--- src/rtl/horizon_pkg.sv ---
// Shared definitions for the scrolling ground strip: state codes, geometry, terrain types.
// Latency: n/a (constants, types and a pure helper function only).
// Backpressure: n/a.
package horizon_pkg;

    typedef enum logic [1:0] {
        ST_IDLE = 2'd0,
        ST_RUN  = 2'd1,
        ST_OVER = 2'd2
    } state_t;

    typedef enum logic {
        TERRAIN_FLAT  = 1'b0,
        TERRAIN_BUMPY = 1'b1
    } terrain_t;

    localparam int HORIZON_W   = 600;
    localparam int HORIZON_TOP = 400;
    localparam int HORIZON_H   = 12;

    // 30-bit value of 'h214748364 (the digits above bit 29 fall away)
    localparam logic [29:0] RARE_THRESH = 30'h14748364;

    // Low random values are the rare (bumpy) terrain
    function automatic terrain_t terrain_of(input logic [29:0] rnd, input logic [29:0] thresh);
        return (rnd < thresh) ? TERRAIN_BUMPY : TERRAIN_FLAT;
    endfunction

endpackage

--- src/rtl/terrain_fifo.sv ---
// Small queue of upcoming terrain types, QDEPTH entries of 1 bit each.
// Latency: push visible at dout the tick after it is written; dout is a combinational read of the head.
// Backpressure: push ignored when full, pop ignored when empty; count lets the owner throttle.
module terrain_fifo
    import horizon_pkg::*;
#(
    parameter int QDEPTH = 4
) (
    input  logic                          game_clk,
    input  logic                          rst,
    input  logic                          push,
    input  logic                          pop,
    input  logic                          din,
    output logic                          dout,
    output logic [$clog2(QDEPTH+1)-1:0]   count
);

    localparam int AW = (QDEPTH > 1) ? $clog2(QDEPTH) : 1;
    localparam int CW = $clog2(QDEPTH + 1);

    logic [QDEPTH-1:0] mem;
    logic [AW-1:0]     wr_ptr;
    logic [AW-1:0]     rd_ptr;
    logic              do_push;
    logic              do_pop;

    assign do_push = push && (count != CW'(QDEPTH));
    assign do_pop  = pop && (count != '0);
    assign dout    = mem[rd_ptr];

    // Pointers and occupancy; power-of-2 depth lets the pointers wrap naturally
    always_ff @(posedge game_clk) begin
        if (rst) begin
            wr_ptr <= '0;
            rd_ptr <= '0;
            count  <= '0;
        end else begin
            if (do_push) wr_ptr <= wr_ptr + AW'(1);
            if (do_pop)  rd_ptr <= rd_ptr + AW'(1);
            if (do_push && !do_pop)      count <= count + CW'(1);
            else if (do_pop && !do_push) count <= count - CW'(1);
        end
    end

    // Storage needs no reset; occupancy alone decides what is valid
    always_ff @(posedge game_clk) begin
        if (!rst && do_push) mem[wr_ptr] <= din;
    end

endmodule

--- src/rtl/horizon_scroll_ctrl.sv ---
// Game-state sequencer for the ground strip: toggle column, left/right terrain, speed ramp.
// Latency: all outputs registered; start/over take effect at the sampling edge, first scroll one edge after start.
// Backpressure: none; terrain queue refills every tick while not full, an empty queue yields flat terrain.
module horizon_scroll_ctrl #(
    parameter int          HORIZON_W   = horizon_pkg::HORIZON_W,
    parameter int          SPEED_MIN   = 1,
    parameter int          SPEED_MAX   = 6,
    parameter int          RAMP_TICKS  = 1024,
    parameter int          QDEPTH      = 4,
    parameter logic [29:0] RARE_THRESH = horizon_pkg::RARE_THRESH
) (
    input  logic        game_clk,
    input  logic        rst,
    input  logic        start,
    input  logic        over,
    input  logic [29:0] rand_val,
    output logic [9:0]  trans_col,
    output logic        terrain_l,
    output logic        terrain_r,
    output logic [2:0]  speed,
    output logic        seg_wrap,
    output logic [1:0]  state
);

    import horizon_pkg::*;

    localparam int CW = $clog2(QDEPTH + 1);
    localparam int RW = (RAMP_TICKS > 1) ? $clog2(RAMP_TICKS) : 1;

    state_t        state_q;
    state_t        state_d;
    logic [9:0]    col_q;
    logic          tl_q;
    logic          tr_q;
    logic [2:0]    spd_q;
    logic          wrap_q;
    logic [RW-1:0] ramp_q;

    logic [CW-1:0] q_count;
    logic          q_dout;
    logic          q_push;
    logic          q_din;

    logic          run_tick;
    logic          wrap_now;
    logic          ramp_done;
    logic          restart;
    logic [9:0]    col_wrap;

    // A RUN tick scrolls only when over is low; over wins over the scroll
    assign run_tick  = (state_q == ST_RUN) && !over;
    assign wrap_now  = run_tick && (11'(col_q) <= 11'(spd_q));
    // Wrap keeps the overshoot: 11-bit sum so col + W cannot overflow before subtracting
    assign col_wrap  = 10'(11'(col_q) + 11'(HORIZON_W) - 11'(spd_q));
    assign ramp_done = (ramp_q == RW'(RAMP_TICKS - 1));
    assign restart   = (state_q == ST_OVER) && start;

    assign q_push = (q_count < CW'(QDEPTH));
    assign q_din  = terrain_of(rand_val, RARE_THRESH);

    terrain_fifo #(
        .QDEPTH (QDEPTH)
    ) u_terrain_fifo (
        .game_clk (game_clk),
        .rst      (rst),
        .push     (q_push),
        .pop      (wrap_now),
        .din      (q_din),
        .dout     (q_dout),
        .count    (q_count)
    );

    // Game-state register
    always_ff @(posedge game_clk) begin
        if (rst) state_q <= ST_IDLE;
        else     state_q <= state_d;
    end

    // Game-state transitions; start is ignored in RUN
    always_comb begin
        state_d = state_q;
        unique case (state_q)
            ST_IDLE: if (start) state_d = ST_RUN;
            ST_RUN:  if (over)  state_d = ST_OVER;
            ST_OVER: if (start) state_d = ST_IDLE;
            default:            state_d = ST_IDLE;
        endcase
    end

    // Scroll, segment hand-over and speed ramp; everything freezes outside RUN until restart
    always_ff @(posedge game_clk) begin
        if (rst) begin
            col_q  <= 10'(HORIZON_W);
            tl_q   <= 1'b0;
            tr_q   <= 1'b0;
            spd_q  <= 3'(SPEED_MIN);
            ramp_q <= '0;
            wrap_q <= 1'b0;
        end else begin
            wrap_q <= wrap_now;
            if (restart) begin
                col_q  <= 10'(HORIZON_W);
                tl_q   <= 1'b0;
                tr_q   <= 1'b0;
                spd_q  <= 3'(SPEED_MIN);
                ramp_q <= '0;
            end else if (run_tick) begin
                if (wrap_now) begin
                    col_q <= col_wrap;
                    tl_q  <= tr_q;
                    tr_q  <= (q_count != '0) ? q_dout : 1'b0;
                end else begin
                    col_q <= col_q - 10'(spd_q);
                end
                if (ramp_done) begin
                    ramp_q <= '0;
                    if (spd_q < 3'(SPEED_MAX)) spd_q <= spd_q + 3'd1;
                end else begin
                    ramp_q <= ramp_q + RW'(1);
                end
            end
        end
    end

    assign trans_col = col_q;
    assign terrain_l = tl_q;
    assign terrain_r = tr_q;
    assign speed     = spd_q;
    assign seg_wrap  = wrap_q;
    assign state     = state_q;

endmodule
--- config.mk ---
export PLATFORM = sky130hd
export DESIGN_NAME = horizon_scroll_ctrl
export DESIGN_NICKNAME = d
export VERILOG_FILES = /design/src/rtl/horizon_pkg.sv /design/src/rtl/terrain_fifo.sv /design/src/rtl/horizon_scroll_ctrl.sv
export SDC_FILE = /design/constraint.sdc
export NUM_CORES = 1
export LEC_CHECK = 0
export ABC_AREA = 1
export BUFFER_PORTS_ARGS = -buffer_cell sky130_fd_sc_hd__buf_2
export CAP_MARGIN = 15
export CORE_MARGIN = 1.5
export CORE_UTILIZATION = 50
export CTS_CLUSTER_DIAMETER = 80
export CTS_CLUSTER_SIZE = 28
export DETAILED_ROUTE_END_ITERATION = 6
export PLACE_DENSITY = 0.78
export SETUP_SLACK_MARGIN = 0.3
export SLEW_MARGIN = 40
export SYNTH_ARGS = -nofsm -noshare
export SYNTH_HDL_FRONTEND = slang
export SYNTH_SLANG_ARGS = --single-unit
export TNS_END_PERCENT = 50
--- constraint.sdc ---
create_clock -name game_clk -period 2.3 [get_ports game_clk]
set_input_delay 0.23 -clock game_clk [delete_from_list [all_inputs] [get_ports game_clk]]
set_output_delay 0.23 -clock game_clk [all_outputs]
set_load 0.01 [all_outputs]
# --- Word-level counts from Yosys, hierarchy flattened ---
# Index checks and enable logic that the tools add are counted.
# W data, S select, Z words.
totals:
  in_bits: 34
  ff_bits: 39
  word_cells: 69
classes:
  magnitude_cmp: 7
  n_reduce_logical: 20
  eq_ne: 7
  n_mux: 15
  add_sub_neg: 9
ops:
  columns: ["op", "count"]
  rows:
  - ["$lt A30 B29 Y1 const B", 1]
  - ["$mux W10", 2]
  - ["$sub A10 B3 Y10", 2]
  - ["$add A10 B1 Y10 const B", 1]
  - ["$add A10 B10 Y10 const B", 1]
  - ["$eq A10 B10 Y1 const B", 1]
  - ["$le A10 B3 Y1", 1]
  - ["$logic_and A1 B1 Y1", 9]
  - ["$add A3 B1 Y3 const B", 2]
  - ["$lt A2 B3 Y1 const B", 2]
  - ["$lt A3 B3 Y1 const B", 2]
  - ["$mux W2", 3]
  - ["$mux W3", 2]
  - ["$ne A2 B2 Y1 const B", 3]
  - ["$pmux W2 S3", 1]
  - ["$reduce_and A3 Y1", 2]
  - ["$add A2 B1 Y2 const B", 2]
  - ["$bwmux W4", 1]
  - ["$logic_not A1 Y1", 4]
  - ["$mux W1", 4]
  - ["$ne A3 B3 Y1 const B", 1]
  - ["$reduce_bool A3 Y1", 1]
  - ["$sub A3 B1 Y3 const B", 1]
  - ["$bmux W1 S2", 1]
  - ["8 further kinds", 8]

# --- Longest topological paths before layout ---
# Gate-level depths: netlist (run 1).
depth:
  word_depth: 7
  ltp_mapped: 18

# --- Cells and area by module ---
# A second synthesis (run 1) with hierarchy kept.
unflattened:
  hier_cells: 382
  area_unflattened_um2: 2755.1
modules_own_cells:
  columns: ["mod", "area_per_inst_um2", "seq_area_each_um2", "n_inst", "cells_per_inst"]
  rows:
  - ["horizon_scroll_ctrl", 2145.8, 560.5, 1, 308]
  - ["terrain_fifo", 609.3, 260.2, 1, 74]

# --- Worst setup path after synthesis (run 1) ---
# Ideal clock, no wire load.
synth_timing:
  kind: "register to register"
  start: "register col_q[0], in the netlist trans_col[0]"
  end: "register u_terrain_fifo.count[2]"
  setup_slack_ps: -278
  arrival_ps: 2464
  n_path_buf: 0
  path_stages_with_launch: 15
  path_cell_list: "dfxtp_1 inv_1 ha_1 fa_1 nand3b_1 nand2_2 nand2_4 nand3_4 ha_1 inv_1 fa_1 a21oi_1 o21ai_0 xor2_1 nor2_1"
synth_between:
  elab_chain_cells: 6
  word_cells_on_any_way: 8
synth_rtl:
  columns: ["item", "line_no", "source"]
  rows:
  - ["from (decl)", "horizon_scroll_ctrl.sv:32", "logic [9:0] col_q;"]
  - ["from (signal assigned)", "horizon_scroll_ctrl.sv:93", "col_q <= 10'(HORIZON_W);"]
  - ["from (signal assigned)", "horizon_scroll_ctrl.sv:102", "col_q <= 10'(HORIZON_W);"]
  - ["from (signal assigned)", "horizon_scroll_ctrl.sv:109", "col_q <= col_wrap;"]
  - ["$le A10 B3 Y1 (*)", "horizon_scroll_ctrl.sv:52", "assign wrap_now = run_tick && (11'(col_q) <= 11'(spd_q));"]
  - ["$logic_and A1 B1 Y1 (*)", "horizon_scroll_ctrl.sv:52", null]
  - ["$logic_and A1 B1 Y1 (*)", "terrain_fifo.sv:28", "assign do_pop = pop && (count != '0);"]
  - ["$logic_not A1 Y1", "terrain_fifo.sv:40", "if (do_push && !do_pop) count <= count + CW'(1);"]
  - ["$logic_and A1 B1 Y1", "terrain_fifo.sv:40", null]
  - ["$mux W3 or $reduce_bool A2 Y1 (tied branches)", null, null]
  - ["to (signal assigned)", "terrain_fifo.sv:40", null]
  - ["to (signal assigned)", "terrain_fifo.sv:41", "else if (do_pop && !do_push) count <= count - CW'(1);"]
  - ["to (decl)", "terrain_fifo.sv:15", "output logic [$clog2(QDEPTH+1)-1:0] count"]
# Mark *: on every way between the ends. The rest lies on a longest branch, timed or not.
# A chain may end at the register's enable or synchronous reset.

# --- Final worst setup path (run 1) ---
# Same ends and word-level chain as after synthesis.

==> out/summary.txt, run 1 <==
status - finished, final reports clean
hold_buf cts - 0
Setup CP Type - register to register
final hold violation count - 0
pwr dens - 506.2 mW/mm2
number of flops mapped to enable cells by yosys - 4
crit path capture type - register
Die X - 75.80 um
Area Growth Syn to Fin - 31.40%
Netlist Area Pre-Place - 0.002650 mm2
Seq/Total Area, Yosys - 30.97%
fraction of synthesized cell area in xor and xnor cells - 4.627%
clk_skew - 4.246 ps
core box area - 0.005107 mm2
RSZ-0062 raised after global routing - true
clk sinks - 39
DRC viols - 0
number of fill cells - 422
Vias - 2,534
worst-margin pin slew - 466.9 ps
Final Core Density - 68.18%
crit-path max cell delay - 330 ps
Async SR Flop Fraction - 0%
row count - 26
final WL - 5948 um
Initial DRT Pass Iterations - 4
grt total ovfl - 0
fin crit share - 98.94%
met2 routed WL - 3009 um
Max clock buf depth - 2
Syn Inst Count - 346
Met3 Wirelength - 281 um
data arrival time of the worst path - 2470 ps
area share of the largest cell type after synthesis - 26.44%
Max Fclk - 439.4 MHz
final-report setup violation count - 0
met1 wire length - 2501 um
total of max-cap violations - 0
Yosys warnings - 0
Top Ports - 52
VDD IR max - 464.3 uV
drt via density - 5.078
Die Area - 0.005746 mm2
CP max stage cell - dfxtp_2
Die Y - 75.80 um
total area of sequential cells - 832.0 um2
multi-input logic area - 0.001774 mm2
Primary FF master, synth - dfxtp_1
Buffers on Ports - 49
initial cell density of the core - 51.89%
Yosys top cell by area - dfxtp_1
crit path max fanout - 2
H-tree Lvls - 2
crit path time final - 2276 ps
Comb power frac - 28.7%
Synth Area in Simple Gates - 29.37%
post-synthesis mux area share - 0.3777%
clk slew on worst S/H paths - 70 ps
switching share of total power - 32.78%
largest net degree at the start of global routing - 28
ANT nets after route - 0
CP required - 2490 ps
power consumption - 1.763 mW
WL/cell - 11.92 um
routability congestion estimate - 0.8305
clock share of power - 25.9%
Int Power - 1.185 mW
number of buffers created by CTS - 5
Flop pwr share - 45.4%
WHS - 163.0 ps
nets@finish - 489
global-route wire length before repair - 9439 um
switching power total - 0.5778 mW
cell leakage power - 1.558 nW
vias in the first global route - 2,286
FF+latch count, synth - 39
DR iter-0 viols - 155
CTS tree - yes
most frequent cells in the layout - nand2_1 (49), buf_2 (49), inv_1 (36), nor2_1 (34), dfxtp_1 (30)
Yosys cell types - 45
share of cells above drive strength 1 - 35.43%
Post-Syn Area per Cell - 7.659 um2
Cell Chain, Critical Path - inv_2 -> ha_4 -> fa_2 -> nand3b_1 -> nand2_2 -> nand2_4 -> nand3_4 -> ha_4 -> inv_2 -> fa_2 -> a21oi_1 -> o21ai_1 -> xor2_1 -> nor2_1
Clock Tree Root - clkbuf_8
Slew HR - 68.84%
top routing layer used - met4
syn nets - 407
Post-Synth Adder-Cell Area - 13.88%
DP HPWL - 4336 um
min-delay worst type - input port to register
Antenna diodes - 0
gr usage total - 21.59%
Worst-Skew Late Latency - 300 ps
post-synthesis compound-gate area fraction - 12.46%
Final Max Slew Viols - 0
crit path launch type - register
dominant cells by area after synthesis - dfxtp_1 (26%), ha_1 (11%), nand2_1 (7.5%), inv_1 (6.5%), a21oi_1 (5.7%)
setup_tns - 0 ps
largest family of logic cells by synthesized area - simple AND/OR/NAND/NOR gates
number of antenna violations at the first check in global routing - 0
[cell usage after synthesis, types with 4 or more instances]
master and number:
edfxtp_1 4, nor2_2 5, nor2_1 34, nand4_1 10, nand2_2 4, nand2_1 53
dfxtp_1 35, nor3_1 4, nand3_1 20, fa_1 4, ha_1 23, o21ai_0 15
a21oi_1 30, xor2_1 12, inv_1 46
[what timing repair did]
action                                  in CTS  in global routing
resized for setup                           16                 31
pin swaps                                   18                 30
buffers inserted                             7                  8
endpoints found under the setup margin       8                 11
[final cells by class]
class                           count  area share, %
Clock buffer                        7          2.192
Clock inverter                      1         0.1437
Inverter                           51          6.144
Multi-Input combinational cell    253          50.95
Sequential cell                    39          23.90
Tap cell                           70          2.515
Timing Repair Buffer               78          14.16
[power by group through the flow]
stage | sequential (mW) | combinational (mW) | clock (mW)
CTS | 0.799 | 0.477 | 0.465
global placement | 0.810 | 0.415 | 0
global route | 0.809 | 0.577 | 0.489
finish | 0.800 | 0.506 | 0.456
detailed placement | 0.812 | 0.441 | 0
floorplan | 0.809 | 0.303 | 0
[worst max-delay path, delay by kind of cell (launching register included)]
kind	cells	cell delay (ps)
flops	1	330
xor+xnor	1	140
fa+ha+maj	4	940
simple gates	5	480
buf+inv	2	80
compound gates	2	200
[logic make-up (layout without fill, tap and decap cells)]
| group | after synthesis | count (layout) |
|---|---|---|
| and+or+nand+nor | 152 | 152 |
| AOI/OAI and AO/OA | 59 | 59 |
| buffers and inverters | 54 | 137 |
| DFF | 39 | 39 |
| adders and majority gates | 27 | 27 |
| xor gates and xnor gates | 14 | 14 |
| muxes | 1 | 1 |
[per-stage QoR]
stage	cells	worst slack (ps)	area, um2
final	499	24.34	3482
after global routing	499	-119.4	3482
after CTS	491	6.496	3321
after detailed placement	476	-67.96	3123
after global placement	476	-15.18	3123
after floorplan	346	-117.4	2706
[routing by layer]
layer  vias to the layer above  track usage (%)
met1                      1162            24.33
met4                         0            8.532
li1                       1294                -
met2                        65            39.90
met3                        13            3.836
met5                         -                0
[state kept, by name, summed over array words and instances, names as in the netlist]
signal and flops:
ramp_q 10, trans_col 10, u_terrain_fifo.mem 4, speed 3, u_terrain_fifo.count 3, state 2, u_terrain_fifo.rd_ptr 2, u_terrain_fifo.wr_ptr 2
seg_wrap 1, terrain_l 1, terrain_r 1
[path summary, 6_finish.rpt]
kind / from / endpoint / slack (ps) / cells after the start
setup reg to reg: trans_col[0] / u_terrain_fifo.count[2] / 20 / 14
setup / recovery: trans_col[0] / u_terrain_fifo.count[2] / 20 / 14
hold / removal: rst / u_terrain_fifo.rd_ptr[1] / 160 / 2
hold reg to reg: ramp_q[9] / ramp_q[9] / 470 / 2
Power figures use the tool's default switching activity.
==> inputs of run 2 (changes only) <==
Settings changed: ABC_AREA 1 to unset, CORE_MARGIN 1.5 to 3, CORE_UTILIZATION 50 to 49.
==> run 2 against run 1 <==
Compared with the run above:
- utilization increased by 3.7 points
- critical path type unchanged
- the run now ends with setup timing left
- total power up 5.5%
- register-to-register slack worse by 490 ps
- setup slack worse by 490 ps
- area after synthesis fell by 6.4%
- final cell count down 11%
- global-route usage increased by 0.15 points
- sequential share of layout area is essentially flat
==> out/summary.txt, run 2 <==
status - finished, violations left
violated checks - setup timing
nets@finish - 435 (-11%)
crit path max fanout - 2 (unchanged)
FF+latch count, synth - 39 (unchanged)
data arrival time of the worst path - 3000 ps (+530 ps)
final WL - 6532 um (+9.8%)
fraction of synthesized cell area in xor and xnor cells - 5.648% (+1.0 points)
number of flops mapped to enable cells by yosys - 4 (unchanged)
routability congestion estimate - 0.8826 (+6.3%)
DP HPWL - 4534 um (+4.6%)
Antenna diodes - 0 (unchanged)
Yosys cell types - 58 (+29%)
most frequent cells after synthesis - dfxtp_1 (35), nor2_1 (32), inv_1 (24)
Setup CP Type - register to register
Die X - 77.16 um (+1.8%)
gr usage total - 21.73% (+0.15 points)
Yosys top cell by area - dfxtp_1
H-tree Lvls - 2 (unchanged)
Top Ports - 52 (unchanged)
syn nets - 338 (-17%)
most instantiated library cell after synthesis - dfxtp_1
post-synthesis compound-gate area fraction - 15.08% (+2.6 points)
Placed Area - 0.003138 mm2 (+0.48%)
total area of sequential cells - 828.3 um2 (-0.45%)
Slew HR - 72.76% (+3.9 points)
cell leakage power - 1.461 nW (-6.2%)
final-report setup violation count - 2 (+2)
crit path launch type - register
final hold violation count - 0 (unchanged)
RSZ-0062 raised after global routing - true
hold depth - 2 (unchanged)
Cell Chain, Critical Path - inv_2 -> ha_4 -> fa_2 -> or3b_4 -> nand4_1 -> a21oi_4 -> nand2_4 -> ha_4 -> inv_2 -> fa_2 -> xor2_1 -> or3_1 -> a21oi_2
clk_skew - 6.216 ps (+1.970 ps)
Die Y - 77.16 um (+1.8%)
Netlist Area Pre-Place - 0.002481 mm2 (-6.4%)
Yosys warnings - 0 (unchanged)
Area Growth Syn to Fin - 39.64%
Vias - 2,421 (-4.5%)
dominant cells by area after synthesis - dfxtp_1 (28%), ha_1 (12%), edfxtp_1 (4.8%), nor2_1 (4.8%), inv_1 (3.6%)
Syn Inst Count - 277 (-20%)
area share of the largest cell type after synthesis - 28.24% (+1.8 points)
final worst slack - -466.6 ps (-490.9 ps)
row count - 25 (-3.8%)
Max clock buf depth - 2 (unchanged)
Max Fclk - 361.5 MHz (-18%)
DRC viols - 0 (unchanged)
vias in the first global route - 2,407 (+5.3%)
largest net degree at the start of global routing - 16 (-43%)
number of buffers created by CTS - 5 (unchanged)
initial cell density of the core - 51.51% (-0.38 points)
number of fill cells - 356 (-16%)
share of cells above drive strength 1 - 40.53% (+5.1 points)
commonest non-fill, non-tap cell in the layout - buf_2
Buffers on Ports - 49 (unchanged)
Initial DRT Pass Iterations - 4 (unchanged)
clk sinks - 39 (unchanged)
Seq/Total Area, Yosys - 33.08% (+2.1 points)
crit-path max cell delay - 410 ps (+80 ps)
most frequent cells in the layout - buf_2 (49), buf_4 (34), nor2_1 (31), dfxtp_1 (31), inv_1 (20)
core box area - 0.004817 mm2 (-5.7%)
CP max stage cell - or3b_4
Final Max Slew Viols - 0 (unchanged)
power consumption - 1.859 mW (+5.5%)
VDD IR max - 381.1 uV (-18%)
DR iter-0 viols - 248 (+60%)
largest family of logic cells by synthesized area - simple AND/OR/NAND/NOR gates
crit path capture type - register
Clock Tree Root - clkbuf_8
total of max-cap violations - 0 (unchanged)
clk slew on worst S/H paths - 80 ps (about the same)
fin crit share - 120.3% (+21 points)
worst-margin pin slew - 405.6 ps (-61.31 ps)
post-synthesis mux area share - 4.791% (+4.4 points)
design area - 0.003465 mm2 (-0.50%)
min-delay worst type - input port to register
Post-Synth Adder-Cell Area - 14.83% (+0.95 points)
multi-input logic area - 0.001742 mm2 (-1.8%)
Synth Area in Simple Gates - 22.14% (-7.2 points)
CP required - 2530 ps (+40 ps)
setup_tns - -667.6 ps (-667.6 ps)
Post-Syn Area per Cell - 8.957 um2 (+17%)
grt total ovfl - 0 (unchanged)
drt via density - 5.477 (+7.9%)
number of antenna violations at the first check in global routing - 0 (unchanged)
global-route wire length before repair - 10,640 um (+13%)
WL/cell - 14.78 um (+24%)
Worst-Skew Late Latency - 290 ps (about the same)
Die Area - 0.005954 mm2 (+3.6%)
ANT nets after route - 0 (unchanged)
Primary FF master, synth - dfxtp_1
dpl ws - -500.2 ps (-432.3 ps)
crit path time final - 2767 ps (+490.9 ps)
pwr dens - 536.6 mW/mm2 (+6.0%)
Async SR Flop Fraction - 0% (unchanged)
CTS tree - yes
R2R cell count - 13 (-1)
run 2: cell count changes after synthesis, moves of 5 or more:
cell / delta
nand2_1: -33
inv_1: -22
a21oi_1: -13
nand3_1: -13
xnor2_1: +7
mux2i_1: +6
or3_1: +5
xor2_1: -5
run 2: kinds of logic (layout without fill, tap and decap cells):
kind of cell / Yosys count / in the layout
fa+ha+maj: 27 / 27
mux: 10 / 10
xor+xnor: 16 / 16
compound gates: 55 / 55
flops: 39 / 39
buf+inv: 29 / 127
simple gates: 101 / 101
run 2: repair_timing:
item,4_1_cts,5_1_grt
gates resized for setup,40,10
pin swaps,25,19
setup endpoints to repair,15,16
hold endpoints to repair,0,0
hold buffers,0,0
buffers inserted,6,1
run 2: layout make-up:
class | count | share of cell area [%]
flip-flops and latches | 39 | 23.91
repair buffers | 95 | 18.35
clock buffers | 6 | 2.095
inverters | 24 | 2.600
multi-input cells | 209 | 50.27
well taps | 67 | 2.420
clock inverters | 2 | 0.3611
run 2: path summary, 6_finish.rpt:
path	startpoint	endpoint	slack (ps)
worst min register to register	terrain_r	terrain_r	490
worst max-delay path	trans_col[0]	u_terrain_fifo.count[2]	-470
worst max register to register	trans_col[0]	u_terrain_fifo.count[2]	-470
worst min-delay path	over	state[0]	200
run 2: power by group:
part | switching [mW] | internal (mW)
Sequential | 0.0572 | 0.747
Clock | 0.247 | 0.212
Combinational | 0.302 | 0.295
run 2: critical path: cells and delay by family (launching register included):
kind	cells	cell delay, ps
DFF	1	340
and+or+nand+nor	4	970
xor gates and xnor gates	1	150
adders and majority gates	4	960
buffers and inverters	2	80
AOI/OAI and AO/OA	2	210
run 2: per-layer routing:
layer	track usage (%)	wire [um]	vias to the layer above
li1	-	-	1175
met1	26.12	2731	1129
met2	39.03	3275	103
met3	4.343	422	14
met4	6.050	103	0
met5	0	0	-
run 2: metrics by stage:
| step | hold slack [ps] | cells | utilization (%) |
|---|---|---|---|
| final | 199.7 | 442 | 71.92 |
| after global routing | 229.3 | 442 | 71.92 |
| after CTS | 197.2 | 441 | 71.04 |
| after detailed placement | 470.7 | 427 | 65.14 |
| after global placement | 462.5 | 427 | 65.14 |
| after floorplan | 351.2 | 277 | - |
